===== src/rtl/cva6_cfg_descriptor.sv =====
// Descriptor map of the elaborated CVA6 configuration: one-cycle read port plus a backpressured dump stream.
// Optional trailing XOR checksum beat is built when CVA6_CFG_DESC_CHECKSUM_EN is defined.

package config_pkg;

    typedef struct packed {
        int unsigned XLEN;
        bit          RVA;
        bit          RVB;
        bit          RVC;
        bit          RVD;
        bit          RVF;
        bit          RVH;
        bit          RVS;
        bit          RVU;
        bit          RVV;
        bit          RVZCB;
        bit          RVZCMP;
        bit          RVZiCond;
        bit          CvxifEn;
        bit          MmuPresent;
        bit          DebugEn;
        bit          PerfCounterEn;
        int unsigned NrCommitPorts;
        int unsigned NrScoreboardEntries;
        int unsigned NrPMPEntries;
        int unsigned RASDepth;
        int unsigned NrLoadBufEntries;
        int unsigned MaxOutstandingStores;
        int unsigned DCacheType;
        int unsigned IcacheByteSize;
        int unsigned IcacheSetAssoc;
        int unsigned IcacheLineWidth;
        int unsigned DcacheByteSize;
        int unsigned DcacheSetAssoc;
        int unsigned DcacheLineWidth;
        int unsigned BTBEntries;
        int unsigned BHTEntries;
        int unsigned InstrTlbEntries;
        int unsigned DataTlbEntries;
        logic [63:0] HaltAddress;
        logic [63:0] ExceptionAddress;
    } cva6_cfg_t;

    localparam cva6_cfg_t cva6_cfg_empty = '0;

endpackage

// state  | meaning
// IDLE   | no dump in progress, waiting for dump_start_i
// STREAM | presenting descriptor word idx, advancing on each accepted beat
// CHKSUM | presenting the XOR of all streamed words (checksum build only)
module cva6_cfg_descriptor #(
    parameter config_pkg::cva6_cfg_t CVA6Cfg = config_pkg::cva6_cfg_empty,
    parameter int unsigned           NrWords = 8
) (
    input  logic        clk_i,
    input  logic        rst_i,
    input  logic        req_i,
    input  logic [3:0]  addr_i,
    output logic        rvalid_o,
    output logic [63:0] rdata_o,
    output logic        rerr_o,
    input  logic        dump_start_i,
    output logic        dump_valid_o,
    output logic [63:0] dump_data_o,
    output logic        dump_last_o,
    input  logic        dump_ready_i,
    output logic        dump_busy_o
);

    localparam int unsigned IdxW = $clog2(NrWords);
    localparam logic [IdxW-1:0] LastIdx = IdxW'(NrWords - 1);

    localparam logic [63:0] Word0 = 64'h4356_4136_0000_0001;

    localparam logic [63:0] Word1 = {
        25'b0,
        CVA6Cfg.PerfCounterEn, CVA6Cfg.DebugEn, CVA6Cfg.MmuPresent, CVA6Cfg.CvxifEn,
        CVA6Cfg.RVZiCond, CVA6Cfg.RVZCMP, CVA6Cfg.RVZCB,
        10'b0,
        CVA6Cfg.RVV, CVA6Cfg.RVU, 1'b0, CVA6Cfg.RVS,
        5'b0,
        1'b1,
        3'b0,
        1'b1,
        CVA6Cfg.RVH, 1'b0, CVA6Cfg.RVF, 1'b0,
        CVA6Cfg.RVD, CVA6Cfg.RVC, CVA6Cfg.RVB, CVA6Cfg.RVA
    };

    localparam logic [63:0] Word2 = {
        6'b0,
        2'(CVA6Cfg.DCacheType),
        8'(CVA6Cfg.MaxOutstandingStores),
        8'(CVA6Cfg.NrLoadBufEntries),
        8'(CVA6Cfg.RASDepth),
        8'(CVA6Cfg.NrPMPEntries),
        8'(CVA6Cfg.NrScoreboardEntries),
        8'(CVA6Cfg.NrCommitPorts),
        8'(CVA6Cfg.XLEN)
    };

    localparam logic [63:0] Word3 = {
        8'b0,
        16'(CVA6Cfg.IcacheLineWidth),
        8'(CVA6Cfg.IcacheSetAssoc),
        32'(CVA6Cfg.IcacheByteSize)
    };

    localparam logic [63:0] Word4 = {
        8'b0,
        16'(CVA6Cfg.DcacheLineWidth),
        8'(CVA6Cfg.DcacheSetAssoc),
        32'(CVA6Cfg.DcacheByteSize)
    };

    localparam logic [63:0] Word5 = {
        16'(CVA6Cfg.DataTlbEntries),
        16'(CVA6Cfg.InstrTlbEntries),
        16'(CVA6Cfg.BHTEntries),
        16'(CVA6Cfg.BTBEntries)
    };

    localparam logic [63:0] Word6 = CVA6Cfg.HaltAddress;
    localparam logic [63:0] Word7 = CVA6Cfg.ExceptionAddress;

    function automatic logic [63:0] word_at(input logic [3:0] idx);
        logic [63:0] w;
        w = '0;
        case (idx)
            4'd0:    w = Word0;
            4'd1:    w = Word1;
            4'd2:    w = Word2;
            4'd3:    w = Word3;
            4'd4:    w = Word4;
            4'd5:    w = Word5;
            4'd6:    w = Word6;
            4'd7:    w = Word7;
            default: w = '0;
        endcase
        return w;
    endfunction

    // Read port: fully independent of the dump machinery.
    logic        rvalid_q;
    logic [63:0] rdata_q;
    logic        rerr_q;
    logic        addr_ok;

    assign addr_ok = (addr_i < 4'(NrWords));

    always_ff @(posedge clk_i) begin
        if (rst_i) begin
            rvalid_q <= 1'b0;
            rdata_q  <= '0;
            rerr_q   <= 1'b0;
        end else begin
            rvalid_q <= req_i;
            rdata_q  <= (req_i && addr_ok) ? word_at(addr_i) : '0;
            rerr_q   <= req_i && !addr_ok;
        end
    end

    assign rvalid_o = rvalid_q;
    assign rdata_o  = rdata_q;
    assign rerr_o   = rerr_q;

    typedef enum logic [1:0] {
        IDLE,
        STREAM
`ifdef CVA6_CFG_DESC_CHECKSUM_EN
        , CHKSUM
`endif
    } state_e;

    state_e          state_q, state_d;
    logic [IdxW-1:0] idx_q, idx_d;
`ifdef CVA6_CFG_DESC_CHECKSUM_EN
    logic [63:0]     acc_q, acc_d;
`endif

    always_ff @(posedge clk_i) begin
        if (rst_i) begin
            state_q <= IDLE;
            idx_q   <= '0;
`ifdef CVA6_CFG_DESC_CHECKSUM_EN
            acc_q   <= '0;
`endif
        end else begin
            state_q <= state_d;
            idx_q   <= idx_d;
`ifdef CVA6_CFG_DESC_CHECKSUM_EN
            acc_q   <= acc_d;
`endif
        end
    end

    // Outputs depend only on registered state, so they hold while stalled.
    always_comb begin
        state_d      = state_q;
        idx_d        = idx_q;
`ifdef CVA6_CFG_DESC_CHECKSUM_EN
        acc_d        = acc_q;
`endif
        dump_valid_o = 1'b0;
        dump_data_o  = '0;
        dump_last_o  = 1'b0;

        case (state_q)
            IDLE: begin
                if (dump_start_i) begin
                    state_d = STREAM;
                    idx_d   = '0;
`ifdef CVA6_CFG_DESC_CHECKSUM_EN
                    acc_d   = '0;
`endif
                end
            end
            STREAM: begin
                dump_valid_o = 1'b1;
                dump_data_o  = word_at(4'(idx_q));
`ifndef CVA6_CFG_DESC_CHECKSUM_EN
                dump_last_o  = (idx_q == LastIdx);
`endif
                if (dump_ready_i) begin
                    idx_d = idx_q + 1'b1;
`ifdef CVA6_CFG_DESC_CHECKSUM_EN
                    acc_d = acc_q ^ dump_data_o;
                    if (idx_q == LastIdx) state_d = CHKSUM;
`else
                    if (idx_q == LastIdx) state_d = IDLE;
`endif
                end
            end
`ifdef CVA6_CFG_DESC_CHECKSUM_EN
            CHKSUM: begin
                dump_valid_o = 1'b1;
                dump_data_o  = acc_q;
                dump_last_o  = 1'b1;
                if (dump_ready_i) state_d = IDLE;
            end
`endif
            default: state_d = IDLE;
        endcase
    end

    assign dump_busy_o = (state_q != IDLE);

endmodule


===== config.mk =====
export PLATFORM = sky130hd
export DESIGN_NAME = cva6_cfg_descriptor
export DESIGN_NICKNAME = d
export VERILOG_FILES = /design/src/rtl/cva6_cfg_descriptor.sv
export SDC_FILE = /design/constraint.sdc
export NUM_CORES = 1
export LEC_CHECK = 0
export BUFFER_PORTS_ARGS = -buffer_cell sky130_fd_sc_hd__buf_4
export CORE_MARGIN = 2
export CORE_UTILIZATION = 36
export DETAILED_ROUTE_END_ITERATION = 8
export GPL_ROUTABILITY_DRIVEN = 0
export PLACE_DENSITY = 0.84
export RECOVER_POWER = 100
export SYNTH_ARGS = -nofsm -noshare
export SYNTH_HDL_FRONTEND = slang
export SYNTH_SLANG_ARGS = --single-unit

===== constraint.sdc =====
create_clock -name clk_i -period 1.63 [get_ports clk_i]
set_input_delay 0.163 -clock clk_i [delete_from_list [all_inputs] [get_ports clk_i]]
set_output_delay 0.163 -clock clk_i [all_outputs]
set_load 0.05 [all_outputs]

==> results of run 1 <==
per-stage QoR:
step	area, sq um	cells	hold slack [ns]	util	setup WS (ns)
after global routing	1100	227	0.0943	0.304	0.00579
final	1100	227	0.0972	0.304	0.0936
after CTS	1200	227	0.0933	0.331	0.0834
after global placement	1160	224	0.329	0.319	0.147
after floorplan	1710	257	0.228	-	0.117
after detailed placement	1160	224	0.334	0.319	0.101
layout make-up:
| cell class | count | area (sq um) |
|---|---|---|
| Fill cell | 420 | 2530 |
| Multi-Input combinational cell | 121 | 557 |
| Timing Repair Buffer | 45 | 244 |
| Sequential cell | 10 | 201 |
| Tap cell | 48 | 60.1 |
| Clock buffer | 3 | 41.3 |
layout by cell type, fill, tap and decap left out:
| cell | count |
|---|---|
| conb_1 | 96 |
| clkbuf_2 | 30 |
| dfxtp_1 | 9 |
| buf_4 | 9 |
| clkbuf_1 | 5 |
| nor2_1 | 4 |
| and2_2 | 3 |
| clkbuf_8 | 3 |
| nor2b_1 | 2 |
| and2_0 | 2 |
| a32oi_1 | 2 |
| ha_1 | 2 |
| mux2_1 | 1 |
| a21oi_1 | 1 |
| a211oi_2 | 1 |
| o21bai_1 | 1 |
| o211ai_1 | 1 |
| o22ai_1 | 1 |
| a2111oi_2 | 1 |
| nor4b_1 | 1 |
| mux2i_1 | 1 |
| a211oi_1 | 1 |
| clkbuf_4 | 1 |
| dfxtp_2 | 1 |
power breakdown:
part | switching, W | internal, W | total [W]
sequential | 0.00000998 | 0.000256 | 0.000266
combinational | 0.000669 | 0.0000514 | 0.000721
clock | 0.0000852 | 0.000161 | 0.000246
per-layer routing:
| layer | share of wire | global-route usage | wire length (microns) |
|---|---|---|---|
| met5 | 0 | 0 | 0 |
| met4 | 0 | 0.0156 | 0 |
| met3 | 0.14 | 0.0205 | 238 |
| met2 | 0.56 | 0.107 | 928 |
| met1 | 0.30 | 0.0649 | 503 |
cells by family after synthesis:
| logic type | Yosys count |
|---|---|
| compound gates | 9 |
| fa+ha+maj | 2 |
| buf+inv | 126 |
| flops | 10 |
| mux | 2 |
| other cells | 1 |
| simple gates | 12 |
worst max-delay path, delay by kind of cell (launching register included):
kind	cells	cell delay (ns)
compound gates	3	0.57
fa+ha+maj	2	0.51
flops	1	0.35
path summary, 6_finish.rpt:
check | start | to | slack [ns] | depth (start not counted)
setup / recovery | idx_q[0] | flop | 0.09 | 5
setup reg to reg | idx_q[0] | flop | 0.09 | 5
hold reg to reg | idx_q[1] | idx_q[1] | 0.54 | 2
hold / removal | addr_i[0] | rdata_o[57] | 0.1 | 2
==> metrics.md, run 1 <==
| Metric | Value |
|---|---|
| Top post-synthesis cells by count | buf_4 (125), dfxtp_1 (10), nor2_1 (4) |
| Fmax | 651 MHz |
| Post-layout minimum cycle time | 1.54 ns |
| Die Ht | 65.3 microns |
| Sequential area share after synthesis | 0.148 |
| Post-CTS setup buffers | 0 |
| Share of cells above drive strength 1 | 0.274 |
| Clk_lat worst skew | 0.23 ns |
| DR pass1 iterations | 3 |
| Row count | 22 |
| Worst hold path type | in -> reg |
| CP Class | reg -> reg |
| # hold bufs at CTS | 0 |
| Vias | 689 |
| Number of max-cap violations | 0 |
| Area grow syn2layout | -18.5% |
| Avg Synthesized Cell Area | 8.36 sq um |
| Synth Area in Compound Gates | 0.0582 |
| Antenna violations before repair | 0 |
| Clock skew | 0.00180 ns |
| Status | complete, no violations |
| Starting Density | 0.373 |
| Detailed Place HPWL | 1.47 mm |
| Boundary Pins | 142 |
| Die Width | 65.3 microns |
| Most frequent cell after synthesis | buf_4 |
| Cts bufs inserted | 3 |
| P_leak | 0.676 nW |
| First-pass GRT wire length | 1.95 mm |
| Top_reg_cell synth | dfxtp_1 |
| CP peak stage delay | 0.35 ns |
| Starting DRC count in detailed routing | 1 |
| Total grt overflow | 0 |
| # port buffers | 45 |
| Clock slew at reported path FFs | 0.05 ns |
| N_diodes | 0 |
| Core Area | 3630 sq um |
| Largest net degree at the start of global routing | 15 |
| Gr usage total | 0.0590 |
| Largest family of logic cells by synthesized area | buffers and inverters |
| CTS tree | done |
| Design Power | 0.00123 W |
| Vias in the first global route | 434 |
| Yosys cell types | 20 |
| Gate Count Post-Synth | 162 |
| Final setup fails | 0 |
| Slew headroom | 0.598 |
| Pins Over Slew Limit | 0 |
| Worst-path fanout max | 4 |
| Clk sink count | 10 |
| Synthesis Warnings | 0 |
| EDFF count, synth | 0 |
| P per Cell Area | 1120 nW/um^2 |
| Slowest stage cell, crit path | dfxtp_1 |
| ANT nets after route | 0 |
| Post-synthesis mux area share | 0.0185 |
| H-tree levels | 1 |
| Synth async-reset ratio | 0 |
| Post-synth top area share | 0.693 |
| XOR/XNOR Fraction of Synth Area | 0 |
| Critical Path Sink Type | flop |
| Final net count | 192 |
| Final Cycle Share | 0.943 |
| Final hold violation count | 0 |
| # resized after CTS | 0 |
| Crit path top cell by count | ha_1 |
| Adder-cell area share of the yosys netlist | 0.0185 |
| Critical path arrival | 1.67 ns |
| RSZ-0062 raised after global routing | false |
| Yosys reg bits | 10 |
| Peak VDD IR | 448 uV |
| Top area cells in the synthesized netlist | buf_4 (69%), dfxtp_1 (15%), ha_1 (1.8%) |
| Via density | 3.04 |
| Cell breakdown of the critical path | ha_1 -> ha_1 -> o211ai_1 -> o22ai_1 -> a2111oi_2 |
| Post-synthesis cell area | 1350 sq um |
| Actual slew at the worst max-slew pin | 0.606 ns |
| WP data required | 1.76 ns |
| Worst setup SP type | flop |
| DRC | 0 |
| CTS Root Buffer Type | clkbuf_8 |
| Die area | 4270 sq um |
| Yosys top cell by area | buf_4 |
| WL/cell | 7.36 microns |
| Post-synthesis simple-gate area fraction | 0.0527 |
| Final TNS setup | 0 ns |
| CTS max path bufs | 2 |
| Final wirelength | 1.67 mm |
(Power assumes the default switching activity.)
==> inputs of run 2 (changes only) <==
--- a/config.mk
+++ b/config.mk
@@ -6,6 +6,7 @@
 export NUM_CORES = 1
 export LEC_CHECK = 0
 export BUFFER_PORTS_ARGS = -buffer_cell sky130_fd_sc_hd__buf_4
+export CORE_ASPECT_RATIO = 2
 export CORE_MARGIN = 2
 export CORE_UTILIZATION = 36
 export DETAILED_ROUTE_END_ITERATION = 8
==> run 2 against run 1 <==
Effect of this change: worst setup slack worse by 0.063 ns; flip-flop and latch count stayed put; power grew 6.9%; design area increased by 5.7%; worst hold slack got worse by 0.014 ns; via count up 8.0%; die area is 0.69% higher; clock-buffer cell count up 1; sequential power about the same; critical path type unchanged; largest cell class unchanged.
==> metrics.md, run 2 (synthesized netlist as in run 1, its figures left out) <==
| Metric | Value |
|---|---|
| R2r worst-path depth | 5 (unchanged) |
| Gr usage total | 0.0683 (+0.00925) |
| CP delay by family, top | compound AO/OA/AOI/OAI gates |
| Boundary Pins | 142 (unchanged) |
| Cts bufs inserted | 3 (unchanged) |
| DR pass1 iterations | 4 (+1) |
| Core Area | 3610 sq um (-0.72%) |
| Cell breakdown of the critical path | ha_1 -> ha_1 -> o211ai_1 -> o22ai_2 -> a2111oi_2 |
| Clk_lat worst skew | 0.24 ns (about the same) |
| Final hold violation count | 0 (unchanged) |
| Share of cells above drive strength 1 | 0.287 (+0.0135) |
| Detailed Place HPWL | 1.55 mm (+5.7%) |
| Reg2reg setup slack | 0.03 ns (-0.06 ns) |
| Worst setup SP type | flop |
| Final instance area | 1170 sq um (+5.7%) |
| WHS Path Cells | 2 (unchanged) |
| Via density | 3.23 (+6.6%) |
| Row count | 31 (+41%) |
| Worst hold path type | in -> reg |
| Area grow syn2layout | -13.9% |
| Crit path top cell by count | ha_1 |
| CTS tree | done |
| Clock slew at reported path FFs | 0.05 ns (about the same) |
| P per Cell Area | 1130 nW/um^2 (+1.2%) |
| Vias in the first global route | 477 (+9.9%) |
| ANT nets after route | 0 (unchanged) |
| Die Width | 47.4 microns (-28%) |
| Slowest stage cell, crit path | dfxtp_1 |
| Vias | 744 (+8.0%) |
| Starting Density | 0.375 (+0.00271) |
| First-pass GRT wire length | 2.13 mm (+9.6%) |
| DRC | 0 (unchanged) |
| CTS Root Buffer Type | clkbuf_8 |
| Clock skew | 0.000425 ns (-0.00138 ns) |
| WL/cell | 7.93 microns (+7.8%) |
| Reg-to-Reg Start | idx_q[0] |
| Final setup fails | 0 (unchanged) |
| Final Cycle Share | 0.981 (+0.0386) |
| Final Non-Filler Cells | 230 (+1.3%) |
| Worst-path fanout max | 4 (unchanged) |
| N_diodes | 0 (unchanged) |
| Total grt overflow | 0 (unchanged) |
| Setup ws final | 0.0306 ns (-0.0630 ns) |
| Number of max-cap violations | 0 (unchanged) |
| Critical Path Sink Type | flop |
| Post-layout minimum cycle time | 1.60 ns (+0.0630 ns) |
| P_leak | 0.704 nW (+4.2%) |
| Critical Path Stages | 5 (unchanged) |
| Final net count | 193 (+0.52%) |
| Largest net degree at the start of global routing | 15 (unchanged) |
| CP Class | reg -> reg |
| CP Buf/Inv Count | 0 (unchanged) |
| Hold_sp | addr_i[0] |
| Filler instances | 393 (-6.4%) |
| WP data required | 1.76 ns (about the same) |
| H-tree levels | 1 (unchanged) |
| Die Ht | 90.7 microns (+39%) |
| Clk sink count | 10 (unchanged) |
| Most frequent cells in the layout | conb_1 (96), buf_4 (25), clkbuf_2 (16) |
| Antenna violations before repair | 0 (unchanged) |
| Cells after DPL | 225 (+0.45%) |
| Final wirelength | 1.82 mm (+9.2%) |
| # port buffers | 45 (unchanged) |
| # hold bufs at CTS | 0 (unchanged) |
| CTS max path bufs | 2 (unchanged) |
| Instance area at placement | 1160 sq um (+0.11%) |
| Die area | 4300 sq um (+0.69%) |
| Pins Over Slew Limit | 0 (unchanged) |
| Starting DRC count in detailed routing | 3 (+2) |
| Slew headroom | 0.593 (-0.00489) |
| Actual slew at the worst max-slew pin | 0.613 ns (+0.00737 ns) |
| Fmax | 625 MHz (-3.9%) |
| Hold EP | rdata_o[57] |
| Dpl ws | 0.0549 ns (-0.0460 ns) |
| Critical path arrival | 1.73 ns (+0.06 ns) |
| Status | complete, no violations |
| Most common cell after layout, fill and taps aside | conb_1 |
| CP peak stage delay | 0.34 ns (about the same) |
| Peak VDD IR | 557 uV (+24%) |
run 2: per-layer routing:
layer / GRT usage / share of wire
met3: 0.0160 / 0.17
met2: 0.125 / 0.56
met4: 0.0486 / 0.022
met5: 0 / 0
met1: 0.0545 / 0.25
run 2: per-stage QoR:
| stage | hold slack [ns] | power (W) | utilization | setup TNS [ns] |
|---|---|---|---|---|
| after detailed placement | 0.328 | 0.00102 | 0.322 | 0 |
| after floorplan | 0.228 | 0.00116 | - | 0 |
| after global routing | 0.0801 | 0.00137 | 0.323 | -0.0368 |
| final | 0.0835 | 0.00132 | 0.323 | 0 |
| after CTS | 0.0805 | 0.00133 | 0.337 | 0 |
| after global placement | 0.326 | 0.00101 | 0.322 | 0 |
run 2: how the worst max path moves through the flow:
stage / end / from
3_5_place_dp: flop / idx_q[0]
5_1_grt: flop / idx_q[0]
6_report: flop / idx_q[0]
2_1_floorplan: dump_data_o[33] / state_q[0]
3_3_place_gp: flop / idx_q[0]
4_1_cts: flop / idx_q[0]
run 2: report_power, final:
group	switching [W]	internal, W
clock network	0.0000966	0.000212
registers	0.0000107	0.000256
logic	0.000671	0.0000714
total	0.000778	0.000540
run 2: worst register-to-register path, stage by stage, from the launching register on:
cell	delay (ns)
dfxtp_1	0.34
ha_1	0.21
ha_1	0.29
o211ai_1	0.23
o22ai_2	0.12
a2111oi_2	0.30
run 2: layout make-up:
type	instances	area (sq um)	share of cell area
clock buffers	4	55.1	0.0472
multi-input cells	121	562	0.482
flip-flops and latches	10	201	0.173
well taps	49	61.3	0.0526
repair buffers	46	287	0.246
run 2: timing repair:
item / 4_1_cts / 5_1_grt
endpoints found under the setup margin: 0 / 1
resized for setup: 0 / 1
setup buffers: 0 / 1
==> inputs of run 3 (changes only) <==
--- a/config.mk
+++ b/config.mk
@@ -6,7 +6,7 @@
 export NUM_CORES = 1
 export LEC_CHECK = 0
 export BUFFER_PORTS_ARGS = -buffer_cell sky130_fd_sc_hd__buf_4
-export CORE_ASPECT_RATIO = 2
+export CORE_ASPECT_RATIO = 1.2
 export CORE_MARGIN = 2
 export CORE_UTILIZATION = 36
 export DETAILED_ROUTE_END_ITERATION = 8
==> constraint.sdc (replaced) <==
create_clock -name clk_i -period 1.63 [get_ports clk_i]
set_input_delay 0.2445 -clock clk_i [delete_from_list [all_inputs] [get_ports clk_i]]
set_output_delay 0.2445 -clock clk_i [all_outputs]
set_load 0.05 [all_outputs]
==> run 3 against run 2 <==
Effect of this change: non-clock buffer count is 1 lower; utilization is 0.47 points lower; combinational power hardly changed; sequential share of layout area is 0.13 points higher; flip-flop and latch count stayed put; critical path depth is 1 lower; clock skew is 0.0029 ns higher; die area is 0.64% lower; largest cell class unchanged.
==> metrics.md, run 3 (synthesized netlist as in run 1, its figures left out) <==
| Metric | Value |
|---|---|
| Final setup fails | 0 (unchanged) |
| Final hold violation count | 0 (unchanged) |
| Actual slew at the worst max-slew pin | 0.611 ns (-0.00194 ns) |
| Clk_lat worst skew | 0.23 ns (about the same) |
| Number of max-cap violations | 0 (unchanged) |
| CTS Root Buffer Type | clkbuf_8 |
| # port buffers | 45 (unchanged) |
| Largest net degree at the start of global routing | 15 (unchanged) |
| Cells after DPL | 228 (+1.3%) |
| Pins Over Slew Limit | 0 (unchanged) |
| Vias in the first global route | 493 (+3.4%) |
| Starting Density | 0.373 (-0.00271) |
| CP delay by family, top | adder cells |
| CTS tree | done |
| H-tree levels | 1 (unchanged) |
| N_diodes | 0 (unchanged) |
| Most common cell after layout, fill and taps aside | conb_1 |
| Die Width | 60.0 microns (+27%) |
| Cell breakdown of the critical path | ha_1 -> ha_1 -> and2_2 -> buf_4 |
| Gr usage total | 0.0631 (-0.00513) |
| Worst-path fanout max | 4 (unchanged) |
| Status | complete, no violations |
| Worst setup SP type | flop |
| Post-layout minimum cycle time | 1.56 ns (-0.0352 ns) |
| Core Area | 3630 sq um (+0.73%) |
| Die area | 4270 sq um (-0.64%) |
| Reg2reg setup slack | 0.12 ns (+0.09 ns) |
| Hold EP | rdata_o[57] |
| Row count | 24 (-23%) |
| Reg-to-Reg Start | idx_q[0] |
| Final Cycle Share | 0.960 (-0.0216) |
| Die Ht | 71.2 microns (-22%) |
| DRC | 0 (unchanged) |
| WP data required | 1.39 ns (-0.37 ns) |
| Share of cells above drive strength 1 | 0.278 (-0.00952) |
| Slowest stage cell, crit path | dfxtp_1 |
| P per Cell Area | 1130 nW/um^2 (+0.26%) |
| Slew headroom | 0.594 (+0.00129) |
| ANT nets after route | 0 (unchanged) |
| Fmax | 639 MHz (+2.3%) |
| GRT met3 Usage | 0.0201 (+0.00411) |
| Antenna violations before repair | 0 (unchanged) |
| Clk sink count | 10 (unchanged) |
| RSZ-0062 raised after global routing | false |
| DR pass1 iterations | 3 (-1) |
| CTS max path bufs | 2 (unchanged) |
| Area grow syn2layout | -14.5% |
| Post-Route Utilization | 0.319 (-0.00475) |
| Grt met2 use | 0.115 (-0.0103) |
| Clock slew at reported path FFs | 0.05 ns (about the same) |
| GR peak layer | met2 |
| Met1 usage in global routing | 0.0590 (+0.00441) |
| CP peak stage delay | 0.35 ns (about the same) |
| Final TNS setup | 0 ns (unchanged) |
| CP Buf/Inv Count | 1 (+1) |
| R2r worst-path depth | 5 (unchanged) |
| Boundary Pins | 142 (unchanged) |
| Detailed Place HPWL | 1.46 mm (-5.7%) |
| Critical path arrival | 1.32 ns (-0.41 ns) |
| Most frequent cells in the layout | conb_1 (96), buf_4 (23), clkbuf_2 (16) |
| Critical Path Sink Type | output port |
| First-pass GRT wire length | 2.06 mm (-3.2%) |
| Via density | 3.08 (-4.9%) |
| Cts bufs inserted | 3 (unchanged) |
| Total grt overflow | 0 (unchanged) |
| Final Non-Filler Cells | 232 (+0.87%) |
| P_leak | 0.694 nW (-1.5%) |
| WL/cell | 7.12 microns (-10%) |
| Final net count | 192 (-0.52%) |
| WHS Path Cells | 2 (unchanged) |
| Worst hold path type | in -> reg |
| CP Class | reg -> out |
| Hold_sp | addr_i[0] |
| Starting DRC count in detailed routing | 10 (+7) |
| Clock skew | 0.00333 ns (+0.00291 ns) |
| Vias | 714 (-4.0%) |
| Post-CTS setup buffers | 0 (unchanged) |
| Crit path top cell by count | ha_1 |
| Final wirelength | 1.65 mm (-9.5%) |
| Peak VDD IR | 428 uV (-23%) |
## run 3: how the worst max path moves through the flow
stage,startpoint,end,slack [ns],cells past startpoint
after global routing,idx_q[0],flop,0.005,5
after CTS,idx_q[0],dump_last_o,0.05,4
after global placement,idx_q[0],flop,0.15,5
after detailed placement,idx_q[0],flop,0.11,5
final,idx_q[0],dump_last_o,0.07,4
after floorplan,state_q[0],dump_data_o[33],0.04,3
## run 3: final cells by class
cell class	instances	area, sq um
tap	52	65.1
multi-input combinational	121	561
clock buffer	4	55.1
sequential	10	201
timing repair buffer	45	275
fill	422	2480
## run 3: per-stage QoR
step | setup WS [ns] | hold WS (ns) | power, W | area [sq um]
4_1_cts | 0.0533 | 0.156 | 0.00133 | 1220
6_report | 0.0659 | 0.163 | 0.00131 | 1160
5_1_grt | 0.00545 | 0.161 | 0.00137 | 1160
3_5_place_dp | 0.105 | 0.410 | 0.00101 | 1160
3_3_place_gp | 0.149 | 0.409 | 0.00101 | 1160
2_1_floorplan | 0.0352 | 0.310 | 0.00116 | 1710
## run 3: what timing repair did
action,4_1_cts,5_1_grt
resized for setup,0,1
endpoints found under the setup margin,0,1
hold buffers,0,0
## run 3: routing by layer
layer | share of wire | vias to the layer above
li1 | - | 325
met1 | 0.30 | 315
met2 | 0.57 | 74
met3 | 0.13 | 0
met4 | 0 | 0
met5 | 0 | -
## run 3: power breakdown
group | switching [W] | total [W] | internal, W
Combinational | 0.000669 | 0.000739 | 0.0000697
Sequential | 0.0000103 | 0.000266 | 0.000256
Clock | 0.0000946 | 0.000307 | 0.000212
Total | 0.000774 | 0.00131 | 0.000538
